[src/rtl/gate_delay_monitor.sv]
// gate_delay_monitor: checks rise/fall latency of a delayed gate output against its ideal value and tracks inertial glitch suppression.
module gate_delay_monitor #(
  parameter int RISE_DLY = 2,
  parameter int FALL_DLY = 1,
  parameter int TOL      = 0,
  parameter int CW       = 8
) (
  input  logic          clk,
  input  logic          rst,
  input  logic          en,
  input  logic          exp_in,
  input  logic          obs_in,
  output logic [CW-1:0] meas_dly,
  output logic          meas_dir,
  output logic          done,
  output logic          dly_err,
  output logic          leak_err,
  output logic [CW-1:0] match_cnt,
  output logic [CW-1:0] glitch_cnt
);
  if (RISE_DLY < 1 || FALL_DLY < 1 || RISE_DLY + TOL + 1 >= 2**CW || FALL_DLY + TOL + 1 >= 2**CW) begin : g_bad_param
    $error("gate_delay_monitor: delay parameters out of range for CW");
  end
  typedef enum logic [1:0] {IDLE, WAIT_RISE, WAIT_FALL, SUPP} state_t;
  localparam logic [CW-1:0] RT = CW'(RISE_DLY);
  localparam logic [CW-1:0] FT = CW'(FALL_DLY);
  localparam logic [CW-1:0] TL = CW'(TOL);
  localparam logic [CW-1:0] ONE = CW'(1);
  state_t state, state_n;
  logic exp_q, obs_q, pend, pend_n;
  logic [CW-1:0] cnt, cnt_n, tgt, tgt_n, meas_dly_n, match_cnt_n, glitch_cnt_n;
  logic meas_dir_n, done_n, dly_err_n, leak_err_n;
  logic e_edge, o_chg, lvl, wr, hit;
  logic [CW-1:0] cnt_inc, diff;
  assign e_edge  = exp_in != exp_q;
  assign o_chg   = obs_in != obs_q;
  // a deferred edge (pend) takes its direction from the already-registered level
  assign lvl     = pend ? exp_q : exp_in;
  assign wr      = state == WAIT_RISE;
  assign hit     = obs_in == wr;
  assign cnt_inc = cnt + CW'(cnt != '1);
  assign diff    = cnt >= tgt ? cnt - tgt : tgt - cnt;
  always_comb begin
    state_n      = state;
    cnt_n        = cnt;
    tgt_n        = tgt;
    pend_n       = 1'b0;
    meas_dly_n   = meas_dly;
    meas_dir_n   = meas_dir;
    done_n       = 1'b0;
    dly_err_n    = 1'b0;
    leak_err_n   = 1'b0;
    match_cnt_n  = match_cnt;
    glitch_cnt_n = glitch_cnt;
    if (!en) begin
      state_n = IDLE;
    end else begin
      case (state)
        IDLE: begin
          if (pend || e_edge) begin
            state_n = lvl ? WAIT_RISE : WAIT_FALL;
            tgt_n   = lvl ? RT : FT;
            cnt_n   = ONE;
          end else if (o_chg && obs_in != exp_in) begin
            leak_err_n = 1'b1;
            done_n     = 1'b1;
          end
        end
        WAIT_RISE, WAIT_FALL: begin
          if (hit) begin
            meas_dly_n  = cnt;
            meas_dir_n  = wr;
            done_n      = 1'b1;
            dly_err_n   = diff > TL;
            match_cnt_n = match_cnt + CW'(diff <= TL && match_cnt != '1);
            pend_n      = e_edge;
            state_n     = IDLE;
          end else if (e_edge && cnt < tgt) begin
            state_n = SUPP;
            cnt_n   = ONE;
          end else if (e_edge || cnt == tgt + TL + ONE) begin
            meas_dly_n = cnt;
            meas_dir_n = wr;
            done_n     = 1'b1;
            dly_err_n  = 1'b1;
            state_n    = IDLE;
          end else begin
            cnt_n = cnt_inc;
          end
        end
        SUPP: begin
          if (e_edge || (!o_chg && cnt >= tgt)) begin
            glitch_cnt_n = glitch_cnt + CW'(glitch_cnt != '1);
            done_n       = 1'b1;
            pend_n       = e_edge;
            state_n      = IDLE;
          end else if (o_chg) begin
            leak_err_n = 1'b1;
            done_n     = 1'b1;
            state_n    = IDLE;
          end else begin
            cnt_n = cnt_inc;
          end
        end
      endcase
    end
  end
  always_ff @(posedge clk or posedge rst) begin
    if (rst) begin
      state      <= IDLE;
      exp_q      <= 1'b0;
      obs_q      <= 1'b0;
      pend       <= 1'b0;
      cnt        <= '0;
      tgt        <= '0;
      meas_dly   <= '0;
      meas_dir   <= 1'b0;
      done       <= 1'b0;
      dly_err    <= 1'b0;
      leak_err   <= 1'b0;
      match_cnt  <= '0;
      glitch_cnt <= '0;
    end else begin
      state      <= state_n;
      exp_q      <= exp_in;
      obs_q      <= obs_in;
      pend       <= pend_n;
      cnt        <= cnt_n;
      tgt        <= tgt_n;
      meas_dly   <= meas_dly_n;
      meas_dir   <= meas_dir_n;
      done       <= done_n;
      dly_err    <= dly_err_n;
      leak_err   <= leak_err_n;
      match_cnt  <= match_cnt_n;
      glitch_cnt <= glitch_cnt_n;
    end
  end
endmodule

[config.mk]
export PLATFORM = sky130hd
export DESIGN_NAME = gate_delay_monitor
export DESIGN_NICKNAME = d
export VERILOG_FILES = /design/src/rtl/gate_delay_monitor.sv
export SDC_FILE = /design/constraint.sdc
export NUM_CORES = 1
export LEC_CHECK = 0
export ABC_AREA = 1
export CELL_PAD_IN_SITES_DETAIL_PLACEMENT = 1
export CELL_PAD_IN_SITES_GLOBAL_PLACEMENT = 2
export CORE_UTILIZATION = 31
export CTS_BUF_LIST = sky130_fd_sc_hd__clkbuf_8 sky130_fd_sc_hd__clkbuf_16
export CTS_CLUSTER_SIZE = 24
export DETAILED_ROUTE_END_ITERATION = 6
export PLACE_DENSITY = 0.76
export SLEW_MARGIN = 15
export SYNTH_ARGS = -nofsm -noshare
export SYNTH_HDL_FRONTEND = slang
export SYNTH_SLANG_ARGS = --single-unit
[constraint.sdc]
create_clock -name clk -period 3 [get_ports clk]
set_input_delay 0.6 -clock clk [delete_from_list [all_inputs] [get_ports clk]]
set_output_delay 0.6 -clock clk [all_outputs]
set_load 0.02 [all_outputs]
==> metrics.md <==
| Metric | Value |
|---|---|
| Main flop type after synthesis | `dfrtp_1` |
| Mapped Nets | `386` |
| Clock edge transition at the registers on the reported setup and hold paths | `0.09 ns` |
| Most frequent cells after synthesis | `nand2_1 (95), inv_1 (46), dfrtp_1 (43), nand3_1 (29), nor2_1 (28)` |
| I/O Buffers | `32` |
| Boundary pin count | `33` |
| Number of H-tree branching levels | `2` |
| Routed length per placed instance | `14.3 µm` |
| Outcome | `finished clean` |
| Proportion of synthesized flip-flops having asynchronous set or reset | `100%` |
| Total clock buffers created by CTS | `5` |
| Endpoint of the worst setup timing path | `match_cnt[6]` |
| Clock Sinks | `43` |
| Clock Root Buffer | `clkbuf_8` |
| Syn-to-layout area delta | `22.7%` |
| Number of distinct library cell variants in the gate-level netlist after synthesis | `37` |
| Max clock buf depth | `2` |
| Ratio of routed vias to standard cells | `4.72` |
| Worst slew margin relative to its limit | `65.5%` |
| Total count of hold-check failures in the final report | `0` |
| EDFF count, synth | `0` |
| DRT antenna net count | `0` |
| Leading area contributor after synthesis | `dfrtp_1` |
| Top post-synthesis cells by area | `dfrtp_1 (36%), nand2_1 (12%), ha_1 (5.9%)` |
| Iteration count of the initial detailed-routing pass | `4` |
| Layout cell share with drive strength beyond 1 | `19.8%` |
| Launch point of the critical path | `cnt[0]` |
| Worst supply voltage drop on vdd | `0.283 mV` |
| Final cycle utilization of the critical path | `94.4%` |
| Actual transition at the worst max-transition pin | `0.517 ns` |
| Max Clock Freq | `353 MHz` |
| Initial antenna violation count | `0` |
| Setup violations, final | `0` |
| Power density relative to cell area | `835 nW/µm²` |
| Seq cells post-synth | `43` |
| Worst clock skew | `0.00630 ns` |
| Starting density of the core | `32.0%` |
| Startpoint of the worst register-to-register path | `cnt[0]` |
| Hold buffers post-CTS | `0` |
| Kind of end point of the critical path | `flip-flop` |
| Shortest period the worst path allows | `2.83 ns` |
| Arrival time reported for the critical path endpoint | `3.07 ns` |
| Die W | `100 µm` |
| Die Outline Area | `9990 µm²` |
| Type of the worst setup path | `reg2reg` |
| Sequential cell area fraction in the yosys report | `36.2%` |
| Latest clock arrival within the worst-skew pair | `0.30 ns` |
| RSZ-0062 raised after global routing | `yes` |
| PnR Total Power | `3.05 mW` |
| Half-perimeter wire length of the detailed placement result | `6030 µm` |
| Average instance area after synthesis | `8.15 µm²` |
| Count of mapped cells out of synthesis | `365` |
| Category of the worst setup path launch point | `flip-flop` |
| DRC Markers | `0` |
| Total of warnings raised by yosys | `0` |
| Die Height | `100 µm` |
| 1st-iter DRT viols | `55` |
| Leak Pwr | `1.73 nW` |
| Destination of the worst register-to-register timing path | `match_cnt[6]` |
| Setup slack after layout | `0.169 ns` |
| Number of filler instances in the final layout | `1154` |
| Pin count of the biggest net entering global routing | `24` |
| Critical Path RT | `3.24 ns` |
| Crit-path max FO | `8` |
| Number of placement rows | `35` |
| Worst hold-check path type | `reg2reg` |
| R2R depth | `19` |
| Total GRT Usage | `16.8%` |
| DP Worst Slack | `-0.0332 ns` |
| Share of the synthesized area in the top cell type | `36.2%` |
| Number of slew-limit violations in the final report | `0` |
| Final WL | `7780 µm` |
| TritonCTS clock tree | `done` |
| Most common cell in the synthesized netlist | `nand2_1` |
| Max capacitance violation total | `0` |
| Net count reported at finish | `435` |
| Via count of the first global-routing pass | `2660` |
| Cell Area, Synth | `2980 µm²` |
| Final weighted congestion in routability-driven placement | `0.814` |
| Antenna cells | `0` |
| First-pass GRT wire length | `13100 µm` |
| Worst reg2reg setup slack | `0.17 ns` |
| Core area | `9280 µm²` |
| GRT Residual Overflow | `0` |
| Total number of vias | `2568` |
-- placed cells by master (no fill, tap or decap), types with 3 or more instances in the layout --
master / n
dfrtp_1: 43
nor4_1: 3
inv_2: 6
nand4_1: 11
o21ai_2: 13
clkbuf_8: 5
nor2_2: 8
xor2_1: 18
clkdlybuf4s50_1: 32
nand2_2: 6
nand3_2: 3
nor3_1: 3
o21ai_0: 7
ha_1: 10
buf_4: 17
nand2_1: 93
nand2_4: 3
nor2_4: 4
o21ai_1: 4
nand3_1: 27
nor2_1: 22
a21oi_1: 8
ha_4: 3
inv_1: 42
-- how the worst min path moves through the flow --
stage	from	endpoint	slack, ns	cells past startpoint
final	meas_dly[2]	meas_dly[2]	0.49	2
after global routing	meas_dly[4]	meas_dly[4]	0.53	2
after CTS	meas_dly[5]	meas_dly[5]	0.50	2
after detailed placement	meas_dly[5]	meas_dly[5]	0.47	2
after global placement	meas_dly[5]	meas_dly[5]	0.47	2
after floorplan	state[1]	state[1]	0.47	2
-- power by group --
| group | internal, mW | switching, mW |
|---|---|---|
| clock network | 0.163 | 0.232 |
| logic | 0.729 | 1.15 |
| registers | 0.675 | 0.101 |
| total | 1.57 | 1.48 |
-- critical path, stage by stage (launching register included) --
cell,delay (ns)
dfrtp_1,0.41
inv_2,0.07
ha_4,0.17
fa_2,0.42
nand2_4,0.11
nor2_8,0.06
nand3_2,0.08
nand2_2,0.05
nor2_2,0.10
nand3_1,0.09
nor2_2,0.13
nand2_1,0.06
nor2_1,0.11
ha_2,0.21
ha_4,0.13
inv_2,0.04
nor2_4,0.08
nand3_2,0.09
nor3_2,0.20
xor2_1,0.15
-- cell type report --
type	instances	area, µm²	area share (%)
clock inverter	3	20.0	0.549
sequential	43	1080	29.5
timing repair buffer	51	479	13.1
clock buffer	5	68.8	1.89
inverter	50	190	5.21
tap	129	161	4.42
multi-input combinational	263	1650	45.3
-- state kept, by name, summed over array words and instances, names as in the netlist, 2 cells and up --
signal	flops
cnt	8
glitch_cnt	8
match_cnt	8
meas_dly	8
state	2
tgt	2
-- metrics by stage --
| stage | hold slack [ns] | utilization, % | std cells | setup TNS, ns | instance area [µm²] |
|---|---|---|---|---|---|
| after floorplan | 0.474 | - | 365 | 0 | 2980 |
| after global placement | 0.466 | 36.7 | 528 | 0 | 3410 |
| after detailed placement | 0.475 | 36.7 | 528 | -0.0332 | 3410 |
| after CTS | 0.497 | 37.7 | 536 | 0 | 3500 |
| after global routing | 0.527 | 39.3 | 544 | -0.0537 | 3650 |
| final | 0.494 | 39.3 | 544 | 0 | 3650 |
-- cell families after synthesis --
kind of cell | Yosys count | synth area share, %
fa+ha+maj | 16 | 7.23
simple gates | 188 | 29.8
xor+xnor | 21 | 6.81
flops | 43 | 36.2
compound gates | 38 | 8.83
buf+inv | 59 | 11.2
-- routing by layer --
metal	track usage, %	share of wire (%)	routed length (µm)
met5	0	0	0
met4	4.68	1.5	114
met3	2.37	2.3	177
met2	30.0	50	3920
met1	21.1	46	3570
-- timing repair --
action / 4_1_cts / 5_1_grt
pin swaps: 0 / 13
buffers inserted: 0 / 8
cloned: 0 / 0
gates resized for setup: 1 / 24
setup endpoints to repair: 1 / 4
Power figures use the tool's default switching activity.
